==> src/rtl/ws2812b_rx_pkg.sv <==
// Shared WS2812B timing constants (50 MHz) and receiver state type.
// Transmit and receive sides both draw their timing from here.
package ws2812b_rx_pkg;

  localparam int unsigned T0H        = 20;
  localparam int unsigned T1H        = 40;
  localparam int unsigned TBit       = 62;
  localparam int unsigned DefThresh  = 30;
  localparam int unsigned DefMinHigh = 8;
  localparam int unsigned DefMaxHigh = 60;
  localparam int unsigned DefReset   = 2500;
  localparam int unsigned WordBits   = 24;

  typedef enum logic [2:0] {
    StSync,
    StIdle,
    StHigh,
    StLow,
    StPass
  } rx_state_e;

endpackage

==> src/rtl/ws2812b_rx_sync_2ff.sv <==
// Two-flop synchroniser for the asynchronous serial input; both stages reset to 0.
module ws2812b_rx_sync_2ff (
  input  logic clk_i,
  input  logic rst_i,
  input  logic d_i,
  output logic q_o
);

  logic meta_q, sync_q;

  always_ff @(posedge clk_i or posedge rst_i) begin
    if (rst_i) begin
      meta_q <= 1'b0;
      sync_q <= 1'b0;
    end else begin
      meta_q <= d_i;
      sync_q <= meta_q;
    end
  end

  assign q_o = sync_q;

endmodule

==> src/rtl/ws2812b_rx.sv <==
// WS2812B receiver: decodes the first 24-bit word after a reset gap and forwards
// the remainder of the frame on DOUT, like the first LED of a chain.
module ws2812b_rx
  import ws2812b_rx_pkg::*;
#(
  parameter int unsigned T_THRESH   = DefThresh,
  parameter int unsigned T_MIN_HIGH = DefMinHigh,
  parameter int unsigned T_MAX_HIGH = DefMaxHigh,
  parameter int unsigned T_RESET    = DefReset
) (
  input  logic        CLK,
  input  logic        RST,
  input  logic        DIN,
  output logic [23:0] rgb_data,
  output logic        valid,
  output logic        latch,
  output logic        error,
  output logic        DOUT
);

  localparam int unsigned CntW = $clog2(T_RESET + 1);
  localparam logic [CntW-1:0] Thresh   = CntW'(T_THRESH);
  localparam logic [CntW-1:0] MinHigh  = CntW'(T_MIN_HIGH);
  localparam logic [CntW-1:0] MaxHigh  = CntW'(T_MAX_HIGH);
  localparam logic [CntW-1:0] ResetLen = CntW'(T_RESET);
  localparam logic [CntW-1:0] One      = CntW'(1);
  localparam logic [4:0]      LastBit  = 5'(WordBits - 1);

  logic din_s;
  logic din_d_q;

  rx_state_e       state_q, state_d;
  logic [CntW-1:0] hcnt_q, hcnt_d;
  logic [CntW-1:0] lcnt_q, lcnt_d;
  logic [22:0]     shreg_q, shreg_d;
  logic [4:0]      bit_cnt_q, bit_cnt_d;
  logic [23:0]     rgb_q, rgb_d;
  logic            valid_q, valid_d;
  logic            latch_q, latch_d;
  logic            error_q, error_d;
  logic            dout_q, dout_d;

  logic [CntW-1:0] hcnt_inc, lcnt_inc;
  logic [23:0]     word_next;

  ws2812b_rx_sync_2ff u_sync (
    .clk_i (CLK),
    .rst_i (RST),
    .d_i   (DIN),
    .q_o   (din_s)
  );

  always_comb begin
    hcnt_inc  = (hcnt_q == MaxHigh) ? hcnt_q : hcnt_q + One;
    lcnt_inc  = (lcnt_q == ResetLen) ? lcnt_q : lcnt_q + One;
    word_next = {shreg_q, (hcnt_q >= Thresh)};

    state_d   = state_q;
    hcnt_d    = hcnt_q;
    lcnt_d    = lcnt_q;
    shreg_d   = shreg_q;
    bit_cnt_d = bit_cnt_q;
    rgb_d     = rgb_q;
    valid_d   = 1'b0;
    latch_d   = 1'b0;
    error_d   = 1'b0;
    dout_d    = 1'b0;

    unique case (state_q)
      StSync: begin
        if (din_s) begin
          lcnt_d = '0;
        end else begin
          lcnt_d = lcnt_inc;
          if (lcnt_inc == ResetLen) state_d = StIdle;
        end
      end
      StIdle: begin
        if (din_s && !din_d_q) begin
          hcnt_d  = One;
          state_d = StHigh;
        end
      end
      StHigh: begin
        if (din_s) begin
          hcnt_d = hcnt_inc;
          if (hcnt_inc == MaxHigh) begin
            error_d   = 1'b1;
            bit_cnt_d = '0;
            lcnt_d    = '0;
            state_d   = StSync;
          end
        end else if (hcnt_q < MinHigh) begin
          // The falling sample is already low, so it counts towards the resync gap.
          error_d   = 1'b1;
          bit_cnt_d = '0;
          lcnt_d    = One;
          state_d   = StSync;
        end else begin
          shreg_d   = word_next[22:0];
          bit_cnt_d = bit_cnt_q + 5'd1;
          lcnt_d    = One;
          if (bit_cnt_q == LastBit) begin
            rgb_d   = word_next;
            valid_d = 1'b1;
            state_d = StPass;
          end else begin
            state_d = StLow;
          end
        end
      end
      StLow: begin
        if (din_s) begin
          hcnt_d  = One;
          state_d = StHigh;
        end else begin
          lcnt_d = lcnt_inc;
          if (lcnt_inc == ResetLen) begin
            error_d   = (bit_cnt_q != '0);
            latch_d   = 1'b1;
            bit_cnt_d = '0;
            state_d   = StIdle;
          end
        end
      end
      StPass: begin
        dout_d = din_s;
        if (din_s) begin
          lcnt_d = '0;
        end else begin
          lcnt_d = lcnt_inc;
          if (lcnt_inc == ResetLen) begin
            dout_d    = 1'b0;
            latch_d   = 1'b1;
            bit_cnt_d = '0;
            state_d   = StIdle;
          end
        end
      end
      default: state_d = StSync;
    endcase
  end

  always_ff @(posedge CLK or posedge RST) begin
    if (RST) begin
      state_q   <= StSync;
      din_d_q   <= 1'b0;
      hcnt_q    <= '0;
      lcnt_q    <= '0;
      shreg_q   <= '0;
      bit_cnt_q <= '0;
      rgb_q     <= '0;
      valid_q   <= 1'b0;
      latch_q   <= 1'b0;
      error_q   <= 1'b0;
      dout_q    <= 1'b0;
    end else begin
      state_q   <= state_d;
      din_d_q   <= din_s;
      hcnt_q    <= hcnt_d;
      lcnt_q    <= lcnt_d;
      shreg_q   <= shreg_d;
      bit_cnt_q <= bit_cnt_d;
      rgb_q     <= rgb_d;
      valid_q   <= valid_d;
      latch_q   <= latch_d;
      error_q   <= error_d;
      dout_q    <= dout_d;
    end
  end

  assign rgb_data = rgb_q;
  assign valid    = valid_q;
  assign latch    = latch_q;
  assign error    = error_q;
  assign DOUT     = dout_q;

endmodule

==> config.mk <==
export PLATFORM = sky130hd
export DESIGN_NAME = ws2812b_rx
export DESIGN_NICKNAME = d
export VERILOG_FILES = /design/src/rtl/ws2812b_rx_pkg.sv /design/src/rtl/ws2812b_rx_sync_2ff.sv /design/src/rtl/ws2812b_rx.sv
export SDC_FILE = /design/constraint.sdc
export NUM_CORES = 1
export LEC_CHECK = 0
export ABC_AREA = 1
export BUFFER_PORTS_ARGS = -buffer_cell sky130_fd_sc_hd__buf_2
export CORE_UTILIZATION = 45
export CTS_CLUSTER_SIZE = 20
export DETAILED_ROUTE_END_ITERATION = 8
export SETUP_SLACK_MARGIN = 0.02
export SLEW_MARGIN = 20
export SYNTH_ARGS = -nofsm -noshare
export SYNTH_HDL_FRONTEND = slang
export SYNTH_SLANG_ARGS = --single-unit
==> constraint.sdc <==
create_clock -name CLK -period 7.1 [get_ports CLK]
set_input_delay 0.355 -clock CLK [delete_from_list [all_inputs] [get_ports CLK]]
set_output_delay 0.355 -clock CLK [all_outputs]
set_load 0.03 [all_outputs]
# Word level (Yosys, flattened, before mapping)
# Cells that the tools add are included.
[classes]
magnitude_cmp = 2
bitwise_logic = 2
reduce_logical = 15
n_eq_ne = 17
n_mux = 41
add_sub_neg = 3
[ops]
columns = ["cell", "count"]
rows = [
  ["12-bit 2-to-1 mux", 9],
  ["12-bit case mux with 3 select lines", 2],
  ["5-bit 2-to-1 mux", 5],
  ["12-bit by 1-bit adder with 12-bit output, second input constant", 2],
  ["12-bit == test, second input constant", 2],
  ["12-bit by 6-bit == test with 1-bit output, second input constant", 2],
  ["3-bit 2-to-1 mux", 8],
  ["1-bit 2-to-1 mux", 14],
  ["12-bit by 5-bit >= comparator with 1-bit output, second input constant", 1],
  ["12-bit by 4-bit less-than comparator with 1-bit output, second input constant", 1],
  ["3-bit case mux with 4 select lines", 1],
  ["4-bit AND reduction", 3],
  ["5-bit case mux with 2 select lines", 1],
  ["3-bit AND reduction", 3],
  ["2-bit != test, second input constant", 4],
  ["3-bit by 2-bit == test with 1-bit output, second input constant", 2],
  ["2-bit by 1-bit != test with 1-bit output, second input constant", 3],
  ["3-bit nonzero test", 2],
  ["5-bit by 1-bit adder with 5-bit output, second input constant", 1],
  ["5-bit == test, second input constant", 1],
  ["5-bit nonzero test", 1],
  ["2-bit OR reduction", 2],
  ["3-bit by 1-bit == test with 1-bit output, second input constant", 1],
  ["3-bit == test, second input constant", 1],
  ["other kinds (7)", 8],
]
[totals]
elab_cells = 93
regBits = 86
output_inout_bits = 28
input_bits = 3

# Longest topological paths before layout
[logic_depth]
word_depth = 6
mapped_depth = 15
depth_no_buf = 15

# Hierarchy
# From an unflattened synthesis, not the netlist that was laid out.
[hier_totals]
cells_unflattened = 568
hier_area_um2 = 4458.0
[modules_own_cells]
columns = ["mod", "instances", "area_each_um2", "seq_area_each_um2", "cells_per_inst"]
rows = [
  ["ws2812b_rx", 1, 4404.2, 2102.0, 565],
  ["ws2812b_rx_sync_2ff", 1, 53.8, 50.0, 3],
]

# Least setup slack after synthesis
# OpenSTA, ideal clock, no wires.
[synth_path]
path_kind = "register -> register"
startpoint = "register hcnt_q[0]"
endpoint = "register lcnt_q[0]"
n_path_buf = 1
t_arrival_ps = 1800
synth_period_minus_slack_ps = 1923
path_stages_with_launch = 15
setup_time_ps = 123
setup_slack_ps = 5177
required_ps = 6977
path_cell_list = "dfrtp_1 inv_1 ha_1 nand3_1 nor2_2 nand2_2 nand2_1 nand2_1 nor2_1 nand3_2 nand2_4 nand2_2 inv_2 buf_6 o21ai_1"
[synth_between]
elab_chain_len = 5
word_cells_on_any_way = 6
classes_between = "add/sub: 1; eq/ne: 3; mux: 1; reduce/logical: 1"
[synth_lines]
columns = ["element", "line_no", "rtl"]
rows = [
  ["start, declared", "ws2812b_rx.sv:33", "logic [CntW-1:0] hcnt_q, hcnt_d;"],
  ["start signal, assigned", "ws2812b_rx.sv:160", "hcnt_q <= hcnt_d;"],
  ["12-bit by 1-bit adder with 12-bit output / 12-bit by 6-bit == test with 1-bit output (equally long branches)", "ws2812b_rx.sv:54", "hcnt_inc = (hcnt_q == MaxHigh) ? hcnt_q : hcnt_q + One;"],
  ["12-bit 2-to-1 mux *", "ws2812b_rx.sv:54", ""],
  ["12-bit by 6-bit == test with 1-bit output *", "ws2812b_rx.sv:87", "if (hcnt_inc == MaxHigh) begin"],
  ["3-bit != test (no source line) *", "--", ""],
  ["3-bit AND reduction (no source line) *", "--", ""],
  ["end signal, assigned", "ws2812b_rx.sv:161", "lcnt_q <= lcnt_d;"],
  ["end, declared", "ws2812b_rx.sv:34", "logic [CntW-1:0] lcnt_q, lcnt_d;"],
]
# Every way passes the cells marked *; elsewhere a longest branch is shown, timed or not.
# A chain may end at the register's enable or synchronous reset.

# Worst setup path in the final report
[layout_path]
startpoint = "register hcnt_q[10]"
endpoint = "register rgb_q[0], in the netlist rgb_data[0]"
[layout_between]
elab_chain_len = 3
word_cells_on_any_way = 4
classes_between = "order compare: 2; bitwise: 1; reduce/logical: 1"
[layout_lines]
columns = ["element", "line_no", "rtl"]
rows = [
  ["12-bit by 4-bit less-than comparator with 1-bit output", "ws2812b_rx.sv:93", "end else if (hcnt_q < MinHigh) begin"],
  ["1-bit inverter (no source line)", "--", ""],
  ["4-bit AND reduction (no source line)", "--", ""],
  ["end signal, assigned", "ws2812b_rx.sv:164", "rgb_q <= rgb_d;"],
  ["end, declared", "ws2812b_rx.sv:37", "logic [23:0] rgb_q, rgb_d;"],
]
# Several ways; a longest one is shown, not always the timed one.

==> qor.txt <==
Outcome: finished, final reports clean
# DRC: 0
Post-synth EDFFs: 0
Crit path time final: 2.628 ns
Sink Count: 86
Leakage Power: 2.411 nW
Final setup fails: 0
Skew-Pair Late Insertion Delay: 0.36 ns
Min-Delay Path Class: input pin to flop
Netlist cell types: 34
CP bufs+invs: 4
Rel. slew slack: 43.47%
Total iterations of the first detailed-routing run: 4
Area Growth Syn to Fin: 11.41%
Seq/Total Area, Yosys: 47.96%
Crit-path max FO: 47
Final hold vios: 0
Overflow after GRT: 0
Synth Flop Type: dfrtp_1
Layout cells sized above 1: 12.10%
Most common cell after layout, fill and taps aside: nand2_1
TritonCTS clock tree: built
YS warnings: 0
Cell Rows: 36
Die W: 101.9 um
Fillers: 994
Final ANT Viol Nets: 0
Post-Place Cells: 744
Resize count post-CTS: 0
CP required: 7.35 ns
Max incr delay on CP: 0.55 ns
Net Switching: 0.2043 mW
Net count after synthesis: 601
H-Tree Depth: 3
PD cells: 184.3 nW/um^2
Delay-heaviest family, CP: simple AND/OR/NAND/NOR gates
R2R depth: 13
Total CTS buffers: 9
Clock buffer depth: 2
Most used cell, CP: nand2_1
Comb pwr share: 2.7%
Iter 0 DRT Violations: 204
Worst setup path class: flop to flop
FMAX: 0.3806 GHz
Crit end category: flop
RSZ-0062 raised after global routing: no
Max IR drop VDD: 0.1018 mV
Flops & latches, synth: 86
Ant. Diodes: 0
Sw frac: 22.18%
Root Buffer: clkbuf_8
Clock transition at path regs: 0.09 ns
Slew Viols, Final: 0
GPL Wtd Cong: 0.8217
Dpl hpwl: 6613 um
Vias per cell: 4.874
Layout Nets: 633
Levels on crit path: 13
Post-synthesis async set-or-reset flop share: 100.0%
Final Skew: 0.01108 ns
Vias: 3709
Flop pwr share: 53.8%
DRT Wirelength: 9393 um
Critical Path Start Type: flop
Avg Cell Area, Syn: 7.592 sq um
Tightest Pin Transition: 0.8480 ns
Period utilisation layout: 37.01%
Arr. time, crit path: 2.88 ns
CP max stage cell: nand3_2
Hold path depth: 1
Max_cap viols: 0
WL per Instance: 12.34 um
Setup_tns: 0 ns
Non-Filler Instances: 761
Tot GR Track Use: 19.82%
Die area: 10370 sq um
Clk pwr share: 43.6%
Post-CTS Setup Bufs: 0
Initial Util: 46.12%
Boundary Pins: 31
Core Box Area: 9729 sq um
I/O Buffers: 30
Chip Height: 101.9 um
Most frequent cells in the layout: nand2_1 (181), dfrtp_1 (86), inv_1 (77)
Mapped cell area: 4487 sq um
Largest net degree at the start of global routing: 69
Worst-path cell chain: inv_1 > nand2_1 > nor2_2 > nand2_1 > nor2_1 > nand3_1 > nand3_2 > inv_2 > nand2_1 > buf_4 > inv_1 > nand2_1 > nand2_1
Initial antenna violation count: 0
Vias in the first global route: 3470
Cells after synthesis: 591
Int Pwr: 0.7170 mW
First-pass GRT wire length: 16130 um
[what timing repair did]
action,CTS,global route
hold buffers,1,0
hold endpoints to repair,18,0
setup endpoints to repair,0,0
[cell type report]
cell class	count	area, sq um	area share (%)
Sequential cell	86	2152	43.05
Multi-Input combinational cell	410	1956	39.12
Inverter	82	309.0	6.183
Timing Repair Buffer	34	182.7	3.655
Tap cell	133	166.4	3.329
Clock buffer	12	155.1	3.104
Clock inverter	4	77.57	1.552
[kinds of logic (layout without fill, tap and decap cells)]
group	count (synthesis)	after routing	synth area share, %
simple gates	311	311	30.03
buf+inv	95	132	8.449
compound gates	86	86	10.43
flops	86	86	47.96
fa+ha+maj	7	7	1.952
xor+xnor	6	6	1.171
[power by group through the flow]
stage / clock network [mW] / logic, mW / registers [mW]
after global routing: 0.430 / 0.0289 / 0.496
after global placement: 0 / 0.0251 / 0.505
final: 0.401 / 0.0247 / 0.495
after CTS: 0.411 / 0.0256 / 0.495
after detailed placement: 0 / 0.0251 / 0.505
after floorplan: 0 / 0.0199 / 0.503
[registers in the layout (all words and copies together) (netlist names)]
register,count
DOUT,1
rgb_data,24
state_q,3
u_sync.meta_q,1
valid,1
bit_cnt_q,5
latch,1
hcnt_q,12
lcnt_q,12
din_d_q,1
shreg_q,23
error,1
u_sync.q_o,1
[stage by stage]
stage               hold WS (ns)  worst slack (ns)  util (%)  total power [mW]  cell area (sq um)
global route             0.09492             4.117     51.38            0.9546               4999
CTS                      0.09723             4.466     51.38            0.9322               4999
detailed placement        0.3315             4.496     48.88            0.5302               4756
global placement          0.3280             4.559     48.88            0.5300               4756
floorplan                 0.3312             4.523         -            0.5226               4487
finish                    0.1150             4.472     51.38            0.9214               4999
[worst register-to-register path: stages, from the launching register on]
cell,delay (ns)
dfrtp_1,0.40
inv_1,0.10
nand2_1,0.08
nor2_2,0.20
nand2_1,0.08
nor2_1,0.14
nand3_1,0.15
nand3_2,0.55
inv_2,0.09
nand2_1,0.10
buf_4,0.37
inv_1,0.15
nand2_1,0.08
nand2_1,0.04
[cells in the mapped netlist (2+ instances only)]
library cell  number  area, sq um
nor2_1            48        180.2
ha_1               7        87.58
inv_1             78        292.8
o21ai_0           53        265.3
xnor2_1            2        17.52
nand2_2            6        37.54
nand2_4            2        22.52
nor2_4             3        33.78
nand3_1           42        210.2
dfrtp_1           86         2152
nand3_2            2        20.02
clkbuf_1           6        22.52
o22ai_1            6        37.54
a21oi_1            2        10.01
nand4_1           11        68.82
o21ai_1           19        95.09
buf_4              3        22.52
nor3_1             5        25.02
nor2_2             8        50.05
buf_2              3        15.01
nand2_1          181        679.4
xor2_1             4        35.03
inv_2              3        11.26
[routing by layer]
layer | global-route usage (%) | part of all wire [%] | vias up
met5 | 0 | 0 | -
met4 | 7.143 | 1.6 | 0
met3 | 4.514 | 4.2 | 15
met2 | 30.56 | 45 | 73
met1 | 27.54 | 49 | 1684
li1 | - | - | 1937
[final timing paths]
| kind | start | end | slack (ns) |
|---|---|---|---|
| worst min register to register | u_sync.meta_q$_DFF_PP0_ | u_sync.q_o$_DFF_PP0_ | 0.35 |
| max in group asynchronous | RST | bit_cnt_q[4]$_DFFE_PP0P_ | 5.46 |
| worst max register to register | hcnt_q[10]$_DFFE_PP0P_ | rgb_data[0]$_DFFE_PP0P_ | 4.47 |
| worst max-delay path | hcnt_q[10]$_DFFE_PP0P_ | rgb_data[0]$_DFFE_PP0P_ | 4.47 |
| worst min-delay path | DIN | u_sync.meta_q$_DFF_PP0_ | 0.11 |
| min in group asynchronous | RST | hcnt_q[8]$_DFFE_PP0P_ | 0.48 |
Note: power is estimated with default switching activity, not from simulation.
